<file path="src/rtl/if_id_stage_if.sv">
// Fetch/decode handshake bundle for the IF/ID pipeline register.
// master = fetch+decode side, slave = if_id_stage.
interface if_id_stage_if #(
  parameter int XLEN = 32
);
  logic            in_valid;
  logic [XLEN-1:0] pc_in;
  logic [XLEN-1:0] instr_in;
  logic            fetch_en;
  logic            flush;
  logic            out_ready;
  logic            out_valid;
  logic [XLEN-1:0] out_pc;
  logic [XLEN-1:0] out_instr;
  logic            out_misalign;
  logic [6:0]      opcode;
  logic [4:0]      rd;
  logic [2:0]      funct3;
  logic [4:0]      rs1;
  logic [4:0]      rs2;
  logic [6:0]      funct7;

  modport master (
    output in_valid, pc_in, instr_in,
    output flush, out_ready,
    input  fetch_en, out_valid, out_pc,
    input  out_instr, out_misalign,
    input  opcode, rd, funct3,
    input  rs1, rs2, funct7
  );

  modport slave (
    input  in_valid, pc_in, instr_in,
    input  flush, out_ready,
    output fetch_en, out_valid, out_pc,
    output out_instr, out_misalign,
    output opcode, rd, funct3,
    output rs1, rs2, funct7
  );
endinterface

</file>
<file path="src/rtl/if_id_stage.sv">
// IF/ID register with 2-entry skid buffer, flush and field split.
// Optional IF_ID_PERF_EN adds saturating stall/flush counters.
module if_id_stage #(
  parameter int              XLEN  = 32,
  parameter logic [XLEN-1:0] NOP   = 32'h00000013,
  parameter int              CNT_W = 16
) (
  input logic          clk,
  input logic          rst,
  if_id_stage_if.slave bus
`ifdef IF_ID_PERF_EN
  ,
  output logic [CNT_W-1:0] stall_cnt,
  output logic [CNT_W-1:0] flush_cnt
`endif
);

  typedef struct packed {
    logic            v;
    logic [XLEN-1:0] pc;
    logic [XLEN-1:0] instr;
    logic            mis;
  } slot_t;

  slot_t out_q, out_d;
  slot_t skid_q, skid_d;
  slot_t in_e;
  logic  accept;
  logic  drain;

  assign accept = bus.in_valid & ~skid_q.v;
  assign drain  = out_q.v & bus.out_ready;

  always_comb begin
    in_e.v     = accept;
    in_e.pc    = bus.pc_in;
    in_e.instr = bus.instr_in;
    in_e.mis   = |bus.pc_in[1:0];
  end

  always_comb begin
    out_d  = out_q;
    skid_d = skid_q;
    if (bus.flush) begin
      out_d.v  = 1'b0;
      skid_d.v = 1'b0;
    end else if (!out_q.v || drain) begin
      if (skid_q.v) begin
        out_d  = skid_q;
        skid_d = in_e;
      end else if (accept) begin
        out_d = in_e;
      end else begin
        out_d.v = 1'b0;
      end
    end else if (accept) begin
      skid_d = in_e;
    end
  end

  always_ff @(posedge clk or negedge rst) begin
    if (!rst) begin
      out_q  <= '{v: 1'b0, pc: '0, instr: NOP, mis: 1'b0};
      skid_q <= '{v: 1'b0, pc: '0, instr: NOP, mis: 1'b0};
    end else begin
      out_q  <= out_d;
      skid_q <= skid_d;
    end
  end

  // fetch_en depends only on flop state, never on out_ready
  assign bus.fetch_en     = ~skid_q.v;
  assign bus.out_valid    = out_q.v;
  assign bus.out_pc       = out_q.pc;
  assign bus.out_instr    = out_q.v ? out_q.instr : NOP;
  assign bus.out_misalign = out_q.v & out_q.mis;

  assign bus.opcode = bus.out_instr[6:0];
  assign bus.rd     = bus.out_instr[11:7];
  assign bus.funct3 = bus.out_instr[14:12];
  assign bus.rs1    = bus.out_instr[19:15];
  assign bus.rs2    = bus.out_instr[24:20];
  assign bus.funct7 = bus.out_instr[31:25];

`ifdef IF_ID_PERF_EN
  logic kill;
  assign kill = bus.flush &
                (out_q.v | skid_q.v | accept);

  always_ff @(posedge clk or negedge rst) begin
    if (!rst) begin
      stall_cnt <= '0;
      flush_cnt <= '0;
    end else begin
      if (out_q.v && !bus.out_ready && !(&stall_cnt))
        stall_cnt <= stall_cnt + CNT_W'(1);
      if (kill && !(&flush_cnt))
        flush_cnt <= flush_cnt + CNT_W'(1);
    end
  end
`endif

endmodule
</file>
<file path="src/flat_wrapper.sv">
// flat-port wrapper written by rule: the top's interface ports become plain ports
module if_id_stage_flat 
#(
  parameter int              XLEN  = 32,
  parameter logic [XLEN-1:0] NOP   = 32'h00000013,
  parameter int              CNT_W = 16
)
  (clk, rst, bus_in_valid, bus_pc_in, bus_instr_in, bus_flush, bus_out_ready, bus_fetch_en, bus_out_valid, bus_out_pc, bus_out_instr, bus_out_misalign, bus_opcode, bus_rd, bus_funct3, bus_rs1, bus_rs2, bus_funct7);
  if_id_stage_if #(.XLEN(XLEN)) bus_i ();
  input logic clk;
  input logic rst;
  input wire logic [$bits(bus_i.in_valid)-1:0] bus_in_valid;
  input wire logic [$bits(bus_i.pc_in)-1:0] bus_pc_in;
  input wire logic [$bits(bus_i.instr_in)-1:0] bus_instr_in;
  input wire logic [$bits(bus_i.flush)-1:0] bus_flush;
  input wire logic [$bits(bus_i.out_ready)-1:0] bus_out_ready;
  output wire logic [$bits(bus_i.fetch_en)-1:0] bus_fetch_en;
  output wire logic [$bits(bus_i.out_valid)-1:0] bus_out_valid;
  output wire logic [$bits(bus_i.out_pc)-1:0] bus_out_pc;
  output wire logic [$bits(bus_i.out_instr)-1:0] bus_out_instr;
  output wire logic [$bits(bus_i.out_misalign)-1:0] bus_out_misalign;
  output wire logic [$bits(bus_i.opcode)-1:0] bus_opcode;
  output wire logic [$bits(bus_i.rd)-1:0] bus_rd;
  output wire logic [$bits(bus_i.funct3)-1:0] bus_funct3;
  output wire logic [$bits(bus_i.rs1)-1:0] bus_rs1;
  output wire logic [$bits(bus_i.rs2)-1:0] bus_rs2;
  output wire logic [$bits(bus_i.funct7)-1:0] bus_funct7;
  assign bus_i.in_valid = bus_in_valid;
  assign bus_i.pc_in = bus_pc_in;
  assign bus_i.instr_in = bus_instr_in;
  assign bus_i.flush = bus_flush;
  assign bus_i.out_ready = bus_out_ready;
  assign bus_fetch_en = bus_i.fetch_en;
  assign bus_out_valid = bus_i.out_valid;
  assign bus_out_pc = bus_i.out_pc;
  assign bus_out_instr = bus_i.out_instr;
  assign bus_out_misalign = bus_i.out_misalign;
  assign bus_opcode = bus_i.opcode;
  assign bus_rd = bus_i.rd;
  assign bus_funct3 = bus_i.funct3;
  assign bus_rs1 = bus_i.rs1;
  assign bus_rs2 = bus_i.rs2;
  assign bus_funct7 = bus_i.funct7;
  if_id_stage #(.XLEN(XLEN), .NOP(NOP), .CNT_W(CNT_W)) u_core (.clk(clk), .rst(rst), .bus(bus_i));
endmodule
</file>
<file path="config.mk">
export PLATFORM = sky130hd
export DESIGN_NAME = if_id_stage_flat
export DESIGN_NICKNAME = d
export VERILOG_FILES = /design/src/rtl/if_id_stage_if.sv /design/src/rtl/if_id_stage.sv /design/src/flat_wrapper.sv
export SDC_FILE = /design/constraint.sdc
export NUM_CORES = 1
export LEC_CHECK = 0
export ABC_CLOCK_PERIOD_IN_PS = 2400
export BUFFER_PORTS_ARGS = -buffer_cell sky130_fd_sc_hd__buf_2
export CORE_MARGIN = 2
export CORE_UTILIZATION = 24
export DETAILED_ROUTE_END_ITERATION = 6
export GPL_ROUTABILITY_DRIVEN = 0
export MAX_ROUTING_LAYER = met4
export SLEW_MARGIN = 20
export SYNTH_ARGS = -nofsm -noshare
export SYNTH_HDL_FRONTEND = slang
export SYNTH_SLANG_ARGS = --single-unit
export TNS_END_PERCENT = 5
</file>
<file path="constraint.sdc">
create_clock -name clk -period 2.4 [get_ports clk]
set_clock_uncertainty 0.15 [all_clocks]
set_input_delay 0.72 -clock clk [delete_from_list [all_inputs] [get_ports clk]]
set_output_delay 0.72 -clock clk [all_outputs]
set_load 0.01 [all_outputs]
</file>
==> key figures <==
Floorplan
  • Die X: between 150 and 200 um
  • Cell Rows: 69
  • Initial core utilization: between 20% and 30%
  • Boundary Pins: between 150 and 200
  • Die span in y: 193 um
  • Core area: between 30,000 and 40,000 um2
  • DIE AREA: roughly 37,000 um2

Critical path
  • Reg-to-Reg End: u_core.bus.out_pc[31]
  • R2R setup slack: around 0.42 ns
  • RR Startpoint: u_core.skid_q[65]
  • FF-to-FF path depth: 5
  • WP data arrival: between 1 and 1.5 ns
  • Crit Path Category: reg -> out
  • Nature of the critical path endpoint: primary output
  • Crit-path max FO: 8
  • Startpoint Class: flop
  • Critical Path RT: ~1.5 ns

Logic synthesis
  • FF+latch count, synth: approximately 130
  • Yosys top cell by area: dfrtp_1
  • Synth unique cells: 31
  • Share of the synthesized area in the top cell type: ~37%
  • Syn Area/Cell: 10.1 um2
  • Synth top area cells: dfrtp_1 37%, mux2_2 10%, mux2_4 8.8%
  • Ys Warns: 0
  • Mapped cell area: between 8000 and 9000 um2
  • Post-synth top cells: 128 x nand3_1, 126 x dfrtp_1, 93 x and2_1, 79 x mux2_2, 65 x buf_4
  • Post-synth EDFFs: 0
  • Most numerous cell in the Yosys netlist: nand3_1
  • Top_reg_cell synth: dfrtp_1
  • Mapped Nets: about 910
  • Cell count after synthesis: 844
  • Seq/Total Area, Yosys: between 30% and 40%
  • FFs w/ async S/R, synth: between 90% and 100%

Drt
  • Routed len/inst: about 18 um
  • 1st-iter DRT viols: roughly 440
  • Post-DRT Antenna Nets: 0
  • DRT Wirelength: 24,500 um
  • DRC Markers: 0
  • Via-to-Cell Ratio: between 4 and 5
  • Vias after detailed routing: slightly below 7,000
  • 1st-pass router iterations: 5

Global routing
  • Grt ovf: 0
  • Tot GR Track Use: between 10 and 15%
  • Largest net degree at the start of global routing: about 140
  • Antenna violations before repair: 4
  • Number of global-route vias before repair: between 6,000 and 7,000
  • First-pass GRT wire length: 38,600 um

Cells and area
  • Fin nets: a little under 1,000
  • Fillers: between 3,000 and 4,000
  • Reg area: 3320 um2
  • Area delta synth->final: 17.6%
  • Multi-input gate area: around 4300 um2
  • Share of layout cells above drive strength 1: between 30 and 40%

Clocking
  • Clock transition at path regs: 0.06 ns
  • H-tree levels: 4
  • Skew-Pair Late Insertion Delay: 0.43 ns
  • CTS tree: done
  • Clock buffer depth: 2
  • Clk sinks: ~130
  • CTS root buf: clkbuf_16
  • Cts bufs inserted: 17
  • Setup Buffers After CTS: 0

STA
  • Setup TNS: 0 ns
  • Fmax: 0.433 GHz
  • Post-route minimum period: between 2 and 2.5 ns
  • Endpoints failing setup: 0
  • Final Hold Viols: 0
  • RSZ-0062 raised after global routing: false
  • Period utilization: a little over nine tenths
  • Pin slew with the least headroom to its limit: around 0.82 ns
  • Slew Limit Fails: 0
  • Rel. slew slack: 45.6%

Power and ir drop
  • P_leak: about 4.1 nW
  • Pwr per Cell Area: roughly 680 nW/um2
  • Total Power: just under 7 mW
  • VDD IR max: 0.475 mV

Place
  • Port buffer count: around 170
  • Post-DP HPWL: approximately 15,000 um

Outcome
  • Status: finished, final reports clean

Run
  • Maxcap violations: 0

Hold path
  • Hold Path Class: in -> async
==> power breakdown <==
part | switching (mW) | leakage [nW] | internal [mW] | total, mW
clock | 1.05 | 0.280 | 1.54 | 2.59
sequential | 0.218 | 1.40 | 2.56 | 2.77
combinational | 0.685 | 2.45 | 0.774 | 1.46
==> what timing repair did <==
item,in CTS,in global routing
gates cloned,0,0
hold buffers,0,0
resized for setup,1,1
endpoints found under the setup margin,2,2
endpoints found under the hold margin,0,0
==> cell type report <==
cell class / instances / share of cell area (%)
multi-input cells: 565 / 43.2
flip-flops and latches: 132 / 33.0
repair buffers: 195 / 12.4
well taps: 461 / 5.74
clock buffers: 21 / 4.48
clock inverters: 11 / 1.11
diodes: 4 / 0.0996
inverters: 1 / 0.0374
==> state kept, by name (all words and copies together) (netlist names) <==
name / flops
u_core.skid_q: 66
u_core.bus.out_pc: 32
u_core.out_q: 33
u_core.bus.out_valid: 1
==> how the worst max path moves through the flow <==
stage | startpoint | end | slack (ns) | cells past startpoint
floorplan | bus_flush | u_core.bus.out_pc[12] | 0.43 | 5
finish | u_core.bus.out_valid | bus_out_instr[29] | 0.09 | 3
global route | u_core.bus.out_valid | bus_funct7[4] | 0.02 | 3
CTS | u_core.bus.out_valid | bus_out_instr[29] | 0.03 | 3
global placement | bus_out_ready | u_core.bus.out_pc[31] | 0.17 | 6
detailed placement | bus_out_ready | u_core.bus.out_pc[31] | 0.16 | 6
==> cell families after synthesis <==
| logic type | Yosys count | share of synthesized area [%] |
|---|---|---|
| AOI/OAI and AO/OA | 67 | 4.92 |
| buffers and inverters | 147 | 10.8 |
| muxes | 131 | 19.4 |
| and+or+nand+nor | 367 | 26.1 |
| DFF | 132 | 38.7 |
==> cell usage in the layout, fill, tap and decap left out, drive strengths merged, types with 5 or more instances in the layout <==
cell type and count:
dfstp 6, clkbuf 21, a31oi 63, nand3 128
mux2 129, nand3b 64, and2 93, clkinv 8
nand4 64, buf 195, dfrtp 126, nand2b 5
==> critical path, cell delays in order (launching register included) <==
cell     delay [ns]
dfrtp_2        0.47
buf_4          0.19
and2_2         0.21
buf_2          0.14
==> through the flow <==
stage | utilization [%] | hold WS (ns) | instance area, um2 | cells | setup WS, ns
floorplan | - | 0.274 | 8540 | 844 | 0.425
global placement | 26.8 | 0.336 | 9480 | 1354 | 0.166
detailed placement | 26.8 | 0.340 | 9480 | 1354 | 0.161
CTS | 28.4 | 0.0699 | 10000 | 1386 | 0.0342
global route | 28.5 | 0.0750 | 10000 | 1390 | 0.0243
finish | 28.5 | 0.0811 | 10000 | 1390 | 0.0893
==> layer usage <==
| layer | vias to the layer above | share of wire, % | GRT usage, % |
|---|---|---|---|
| met1 | 3432 | 46 | 17.3 |
| met3 | 15 | 6.1 | 3.69 |
| met5 | - | 0 | - |
| li1 | 3168 | - | - |
| met4 | 0 | 1.0 | 3.93 |
| met2 | 254 | 47 | 22.0 |
(Power assumes the default switching activity.)
